--- src/rtl/change_dispenser_pkg.sv ---
// Shared vending machine definitions: money widths, coin values, timer reload
// and the dispenser state encoding.
package vending_machine_def;
  localparam int kNumCoins  = 3;
  localparam int kTotalBits = 31;
  localparam int kWaitTime  = 10;
  localparam int COIN0      = 100;
  localparam int COIN1      = 500;
  localparam int COIN2      = 1000;

  typedef enum logic [1:0] {
    IDLE   = 2'd0,
    WAIT   = 2'd1,
    RETURN = 2'd2
  } state_t;
endpackage

--- src/rtl/change_dispenser_coin_select.sv ---
// Combinational priority encoder: picks the largest coin that fits in the
// remaining balance and flags a balance too small for any coin.
module coin_select
  import vending_machine_def::*;
#(
  parameter int kNumCoins  = vending_machine_def::kNumCoins,
  parameter int kTotalBits = vending_machine_def::kTotalBits,
  parameter int COIN0      = vending_machine_def::COIN0,
  parameter int COIN1      = vending_machine_def::COIN1,
  parameter int COIN2      = vending_machine_def::COIN2
) (
  input  logic [kTotalBits-1:0] i_rem,
  output logic [kNumCoins-1:0]  o_coin,
  output logic [kTotalBits-1:0] o_value,
  output logic                  o_residue
);
  localparam logic [kTotalBits-1:0] C0 = kTotalBits'(COIN0);
  localparam logic [kTotalBits-1:0] C1 = kTotalBits'(COIN1);
  localparam logic [kTotalBits-1:0] C2 = kTotalBits'(COIN2);

  always_comb begin
    o_coin    = '0;
    o_value   = '0;
    o_residue = 1'b0;
    if (i_rem >= C2) begin
      o_coin[2] = 1'b1;
      o_value   = C2;
    end else if (i_rem >= C1) begin
      o_coin[1] = 1'b1;
      o_value   = C1;
    end else if (i_rem >= C0) begin
      o_coin[0] = 1'b1;
      o_value   = C0;
    end else begin
      o_residue = (i_rem != '0);
    end
  end
endmodule

--- src/rtl/change_dispenser.sv ---
// Inactivity timer plus change return: on timeout or request, pays out the
// balance one coin per handshake, largest denomination first.
module change_dispenser
  import vending_machine_def::*;
#(
  parameter int kNumCoins  = vending_machine_def::kNumCoins,
  parameter int kTotalBits = vending_machine_def::kTotalBits,
  parameter int kWaitTime  = vending_machine_def::kWaitTime,
  parameter int COIN0      = vending_machine_def::COIN0,
  parameter int COIN1      = vending_machine_def::COIN1,
  parameter int COIN2      = vending_machine_def::COIN2
) (
  input  logic                  clk,
  input  logic                  reset,
  input  logic [kNumCoins-1:0]  i_input_coin,
  input  logic                  i_output_event,
  input  logic                  i_trigger_return,
  input  logic [kTotalBits-1:0] current_total,
  input  logic                  i_return_ready,
  output logic [kNumCoins-1:0]  o_return_coin,
  output logic                  o_return_valid,
  output logic                  o_change_residue,
  output logic [31:0]           wait_time,
  output logic                  o_busy
);
  state_t                r_state, w_state_nxt;
  logic [31:0]           r_wait, w_wait_nxt;
  logic [kTotalBits-1:0] r_rem, w_rem_nxt;
  logic [kNumCoins-1:0]  w_sel;
  logic [kTotalBits-1:0] w_sel_val, w_in_val, w_sub, w_sat;
  logic [kTotalBits:0]   w_sum;
  logic                  w_residue, w_busy, w_valid, w_fire, w_coin_in;

  coin_select #(
    .kNumCoins(kNumCoins), .kTotalBits(kTotalBits),
    .COIN0(COIN0), .COIN1(COIN1), .COIN2(COIN2)
  ) u_sel (
    .i_rem(r_rem), .o_coin(w_sel), .o_value(w_sel_val), .o_residue(w_residue)
  );

  assign w_busy    = (r_state == RETURN);
  assign w_valid   = w_busy && (w_sel != '0);
  assign w_fire    = w_valid && i_return_ready;
  assign w_coin_in = |i_input_coin;

  always_comb begin
    w_in_val = '0;
    if (i_input_coin[2])      w_in_val = kTotalBits'(COIN2);
    else if (i_input_coin[1]) w_in_val = kTotalBits'(COIN1);
    else if (i_input_coin[0]) w_in_val = kTotalBits'(COIN0);
  end

  // Deduct first (cannot underflow), then add the insert with saturation.
  assign w_sub = r_rem - (w_fire ? w_sel_val : '0);
  assign w_sum = {1'b0, w_sub} + {1'b0, w_in_val};
  assign w_sat = w_sum[kTotalBits] ? '1 : w_sum[kTotalBits-1:0];

  always_comb begin
    w_state_nxt = r_state;
    w_wait_nxt  = r_wait;
    w_rem_nxt   = r_rem;
    case (r_state)
      IDLE: begin
        if (w_coin_in) begin
          w_state_nxt = WAIT;
          w_wait_nxt  = 32'(kWaitTime);
        end else if (i_trigger_return && current_total != '0) begin
          w_state_nxt = RETURN;
          w_rem_nxt   = current_total;
        end
      end
      WAIT: begin
        if (w_coin_in || i_output_event) begin
          w_wait_nxt = 32'(kWaitTime);
        end else if (i_trigger_return || r_wait <= 32'd1) begin
          w_state_nxt = RETURN;
          w_rem_nxt   = current_total;
          w_wait_nxt  = '0;
        end else begin
          w_wait_nxt = r_wait - 32'd1;
        end
      end
      RETURN: begin
        w_wait_nxt = '0;
        if (r_rem == '0 || w_residue) begin
          w_state_nxt = IDLE;
          w_rem_nxt   = '0;
        end else begin
          w_rem_nxt = w_sat;
          if (w_sat == '0) w_state_nxt = IDLE;
        end
      end
      default: w_state_nxt = IDLE;
    endcase
  end

  always_ff @(posedge clk) begin
    if (reset) begin
      r_state <= IDLE;
      r_wait  <= '0;
      r_rem   <= '0;
    end else begin
      r_state <= w_state_nxt;
      r_wait  <= w_wait_nxt;
      r_rem   <= w_rem_nxt;
    end
  end

  assign o_return_valid   = w_valid;
  assign o_return_coin    = w_valid ? w_sel : '0;
  assign o_change_residue = w_busy && w_residue;
  assign wait_time        = r_wait;
  assign o_busy           = w_busy;
endmodule
--- config.mk ---
export PLATFORM = sky130hd
export DESIGN_NAME = change_dispenser
export DESIGN_NICKNAME = d
export VERILOG_FILES = /design/src/rtl/change_dispenser_pkg.sv /design/src/rtl/change_dispenser_coin_select.sv /design/src/rtl/change_dispenser.sv
export SDC_FILE = /design/constraint.sdc
export NUM_CORES = 1
export LEC_CHECK = 0
export BUFFER_PORTS_ARGS = -buffer_cell sky130_fd_sc_hd__buf_2
export CORE_ASPECT_RATIO = 1.5
export CORE_MARGIN = 2
export CORE_UTILIZATION = 25
export CTS_CLUSTER_SIZE = 16
export DETAILED_ROUTE_END_ITERATION = 10
export PLACE_DENSITY = 0.51
export SETUP_SLACK_MARGIN = 0.3
export SLEW_MARGIN = 25
export SYNTH_ARGS = -nofsm -noshare
export SYNTH_HDL_FRONTEND = slang
export SYNTH_SLANG_ARGS = --single-unit
--- constraint.sdc ---
create_clock -name clk -period 9.1 [get_ports clk]
set_clock_uncertainty 0.1 [all_clocks]
set_input_delay 0.455 -clock clk [delete_from_list [all_inputs] [get_ports clk]]
set_output_delay 0.455 -clock clk [all_outputs]
set_load 0.02 [all_outputs]
# Word level (Yosys, flattened, before mapping)
# Index checks and enable logic that the tools add are counted.
# totals
reg_bits	65
output_inout_bits	38
# op_classes
addsub	3
order_cmp	4
n_eq_ne	9
n_mux	34
reduce_logical	18
# ops
op	n
$mux 31	9
$mux 32	3
$pmux 32 s3	1
$pmux 31 s3	1
$logic_not 31->1	2
$reduce_bool 31->1	2
$add 31x31->32	1
$le 32x1->1 const B	1
$sub 32x1->32 const B	1
$ge 31x10->1 const B	1
$ge 31x7->1 const B	1
$ge 31x9->1 const B	1
$sub 31x31->31	1
$mux 2	7
$mux 7	2
$mux 10	1
$ne 2x2->1 const B	5
$mux 9	1
$mux 1	7
$pmux 2 s3	1
$reduce_bool 3->1	2
$reduce_and 5->1	1
$logic_and 1x1->1	4
$reduce_and 4->1	1
other kinds (9)	11

# Depth between registers and ports, before layout
# logic_depth
ltp_word	15
depth_mapped	30
mapped_depth_nobuf	28

# Cells and area by module
# From an unflattened synthesis, not the netlist that was laid out.
# unflattened
hier_cells	942
area_unflattened_um2	6976.7
# modules_own_cells
module	n_inst	cells_each	area_each_um2
change_dispenser	1	887	6593.8
coin_select	1	55	382.9

# Least setup slack after synthesis
# Ideal clock, no wire load.
# synth_timing
kind	flip-flop to flip-flop
start	register r_rem[19]
end	register r_state[1]
t_arrival_ps	6545
path_slack_ps	2340
stages_incl_launch_ff	27
path_cell_list	dfxtp_1 clkbuf_1 nor4_1 and4_1 nand3_1 nor4_1 nand2_1 o21ai_1 clkinv_1 clkbuf_1 nand2_1 nor3_1 ha_1 inv_1 fa_1 fa_1 a21o_1 a21oi_1 o21bai_1 a221oi_1 nor3b_1 xnor2_1 o22a_1 or4_1 a2111oi_4 nand4_1 and3b_1
# synth_between
elab_chain_cells	14
word_cells_on_any_way	29
cone_classes	2 x add/sub; 3 x order compare; 1 x eq/ne; 15 x mux; 8 x reduce/logical
# synth_lines
item	line_no	rtl
from (decl)	change_dispenser.sv:28	logic [kTotalBits-1:0] r_rem, w_rem_nxt;
from (signal assigned)	change_dispenser.sv:105	r_rem <= w_rem_nxt;
$ge 31x7->1	change_dispenser_coin_select.sv:31	end else if (i_rem >= C0) begin
$mux 1	change_dispenser_coin_select.sv:31	
$mux 1	change_dispenser_coin_select.sv:28	end else if (i_rem >= C1) begin
$mux 2	change_dispenser_coin_select.sv:25	if (i_rem >= C2) begin
$reduce_bool 3->1 (*)	change_dispenser.sv:42	assign w_valid = w_busy && (w_sel != '0);
$logic_and 1x1->1 (*)	change_dispenser.sv:42	
named net o_return_valid	change_dispenser.sv:21	output logic o_return_valid,
$logic_and 1x1->1 (*)	change_dispenser.sv:43	assign w_fire = w_valid && i_return_ready;
$mux 31 (*)	change_dispenser.sv:54	assign w_sub = r_rem - (w_fire ? w_sel_val : '0);
$sub 31x31->31 (*)	change_dispenser.sv:54	
$add 31x31->32 (*)	change_dispenser.sv:55	assign w_sum = {1'b0, w_sub} + {1'b0, w_in_val};
$mux 31 (*)	change_dispenser.sv:56	assign w_sat = w_sum[kTotalBits] ? '1 : w_sum[kTotalBits-1:0];
$logic_not 31->1 (*)	change_dispenser.sv:90	if (w_sat == '0) w_state_nxt = IDLE;
$ne 3x1->1 (no line) (*)	n/a	
$reduce_and 4->1 (no line) (*)	n/a	
to (signal assigned)	change_dispenser.sv:103	r_state <= w_state_nxt;
to (decl)	change_dispenser.sv:26	state_t r_state, w_state_nxt;
# Mark *: on every way through the listed nets, which the timed path passes. The rest lies on a longest branch.
# A chain may end at the register's enable or synchronous reset.

# Final worst setup path
# layout_timing
start	register r_rem[19]
end	register r_state[1]
# layout_between
elab_chain_cells	14
word_cells_on_any_way	29
cone_classes	2 x add/sub; 3 x order compare; 1 x eq/ne; 15 x mux; 8 x reduce/logical
# layout_lines
item	line_no
$ge 31x7->1	change_dispenser_coin_select.sv:31
$mux 1	change_dispenser_coin_select.sv:31
$mux 1	change_dispenser_coin_select.sv:28
$mux 2	change_dispenser_coin_select.sv:25
$reduce_bool 3->1	change_dispenser.sv:42
$logic_and 1x1->1	change_dispenser.sv:42
$logic_and 1x1->1	change_dispenser.sv:43
$mux 31	change_dispenser.sv:54
$sub 31x31->31	change_dispenser.sv:54
$add 31x31->32	change_dispenser.sv:55
$mux 31	change_dispenser.sv:56
$logic_not 31->1	change_dispenser.sv:90
$ne 3x1->1 (no line)	n/a
$reduce_and 4->1 (no line)	n/a
# Several ways; a longest one is shown, not always the timed one.

==> results by group <==
Global route
  – Aggregate global-route resource usage: between 15 and 20%
  – Largest net degree at the start of global routing: 46
  – Vias in the first global route: 5979
  – Initial antenna violation count: 0
  – First-pass GRT wire length: approximately 33 mm
  – Total gr overflow: 0

Outcome
  – Status: completed

Cells and area
  – Layout cells sized above 1: 16.1%
  – Antenna diodes: 0
  – Finished Core Util: between 20% and 30%
  – Commonest non-fill, non-tap cell in the layout: nor2_1
  – Fillers: roughly 2500
  – Non-Filler Instances: approximately 1100
  – Final #Nets: roughly 890
  – P&R area growth vs syn: 16.4%
  – Most frequent cells in the layout: nor2_1, buf_2, dfxtp_1

Critical path
  – Crit path launch type: register
  – Max stage delay on crit path: about 540 ps
  – Critical path origin: r_rem[19]$_SDFFE_PP0P_
  – Worst setup EP type: register
  – Crit Path Category: register to register
  – CP max FO: 14
  – Crit path DAT: 8140 ps
  – Crit-path slowest cell: o21ai_2
  – Worst reg2reg startpoint: r_rem[19]$_SDFFE_PP0P_
  – Critical Path RT: 9240 ps

Clock tree
  – Worst skew pair latency: about 340 ps
  – CTS Buf Count: 9
  – Bufs on Longest Clock Path: 2
  – CTS tree: yes
  – CTS root buf: clkbuf_16
  – Clock sink total: between 60 and 70
  – H-tree levels: 3
  – Reg clk slew, reported paths: approximately 60 ps

Floorplanning
  – Die Width: roughly 130 um
  – Core box area: around 0.023 mm^2
  – Die Footprint: roughly 0.024 mm^2
  – Chip height: around 190 um
  – Initial core utilization: ~25%
  – FP Rows: about 70
  – # IOs: 77

Yosys
  – Post-synth EDFFs: 0
  – Share of the synthesized area in the top cell type: between 20% and 30%
  – Post-Syn Instances: 764
  – Register area share after synthesis: ~23%
  – Yosys cell types: 75
  – Async set-or-reset flop fraction in the synthesized netlist: 0%
  – Syn nets: between 800 and 900
  – Yosys warns: 0
  – Mapped Area: approximately 0.0058 mm^2
  – Synthesis-stage register bit count: 65
  – Post-synth top flop: dfxtp_1
  – Mean post-synth cell area: 7.53 um^2
  – Top post-synthesis cells by area: dfxtp_1, xnor2_1, nor2_1
  – Cell accounting for the most synthesized area: dfxtp_1

Routing
  – Final ANT Viol Nets: 0
  – WL per Instance: around 20 um
  – Met2 wire length: approximately 11 mm
  – M1 WL: between 8 and 9 mm
  – DRC violations left: 0
  – First-pass DRT Iterations: 5
  – Via count: around 6300
  – Via-per-instance ratio: 5.65
  – Initial drt markers: 400
  – Total Wirelength: between 20 and 25 mm
  – Uppermost routed layer: met4
  – Met3 wire length: 1.16 mm

Placement
  – Cell total after placement: 1091
  – Placed wire-length estimate: roughly 17 mm
  – PortBufs: 76
  – Gpl congestion: 0.920
  – Setup WS pre-CTS: roughly 590 ps

STA
  – Worst Tran Pin Value: approximately 1000 ps
  – Worst rel slew slack: roughly 31%
  – Min cycle time layout: about 8000 ps
  – Fmax: roughly 120 MHz
  – Max-slew violations: 0
  – Setup TNS: 0 ps
  – Final setup viols: 0
  – RSZ-0062 raised after global routing: false
  – Count of final hold-check violations: 0
  – Final setup margin: ~1100 ps
  – Final cycle utilization of the critical path: 87.9%

Worst hold path
  – Hold Startpoint: current_total[26]
  – HP Class: primary input to register

Flow run
  – Max Cap Violations: 0
cell usage after synthesis, drive strengths merged (7+ instances only):
library cell / count
nor2: 96
dfxtp: 65
a21oi: 57
nand2: 49
o21ai: 46
xnor2: 45
nor3: 39
nor4: 31
a211oi: 29
clkbuf: 26
inv: 25
ha: 24
nand3: 22
xor2: 20
or3: 17
a221oi: 14
a21o: 11
a311oi: 10
and2: 10
buf: 9
or2: 9
and3: 8
nand4: 8
nand2b: 7
metrics by stage:
step	instance area, um^2	hold WS (ps)
floorplan	5750	384
global placement	6380	386
detailed placement	6380	381
CTS	6680	299
global route	6700	328
finish	6700	306
worst max-delay path, delay by kind of cell (launching register included):
kind	cells	cell delay, ps
buffers and inverters	1	520
adders and majority gates	2	660
DFF	1	410
xor gates and xnor gates	1	150
and+or+nand+nor	13	3420
AOI/OAI and AO/OA	9	2610
cell families (layout without fill, tap and decap cells):
family	after synthesis	count (layout)	synth area share [%]
adders and majority gates	26	26	5.92
AOI/OAI and AO/OA	228	228	28.4
buffers and inverters	61	125	4.37
and+or+nand+nor	315	315	28.0
DFF	65	65	22.6
xor gates and xnor gates	65	65	9.90
muxes	4	4	0.718
state kept, by name, indices dropped and copies added, names as in the netlist:
name       cells
r_rem         31
r_state        2
wait_time     32
per-layer routing:
metal / global-route usage (%) / vias to the layer above
met5: 0 / -
met4: 10.1 / 0
met3: 3.12 / 69
met2: 32.3 / 228
met1: 18.7 / 2987
li1: - / 2971
repair_timing:
action	CTS	global route
hold buffers	0	0
endpoints found under the setup margin	0	25
resized for setup	0	2
buffers inserted	0	0
path summary, 6_finish.rpt:
kind	end	slack, ps	depth (start not counted)
max	r_state[1]$_SDFFE_PP0P_	1100	26
min	r_rem[26]$_SDFFE_PP0P_	310	3
max reg2reg	r_state[1]$_SDFFE_PP0P_	1100	26
min reg2reg	wait_time[25]$_SDFFE_PP0P_	390	2
cell type report:
cell class | instances | area (um^2) | area share, %
Timing Repair Buffer | 82 | 425 | 6.35
Tap cell | 280 | 350 | 5.23
Multi-Input combinational cell | 638 | 4210 | 62.8
Timing Repair inverter | 1 | 5.00 | 0.0748
Sequential cell | 65 | 1300 | 19.4
Clock inverter | 6 | 66.3 | 0.990
Clock buffer | 10 | 239 | 3.57
Inverter | 26 | 101 | 1.51
Power is left out: the tool's default activity adds up to more than one toggle a clock period on the data nets, which glitch-free logic cannot reach.
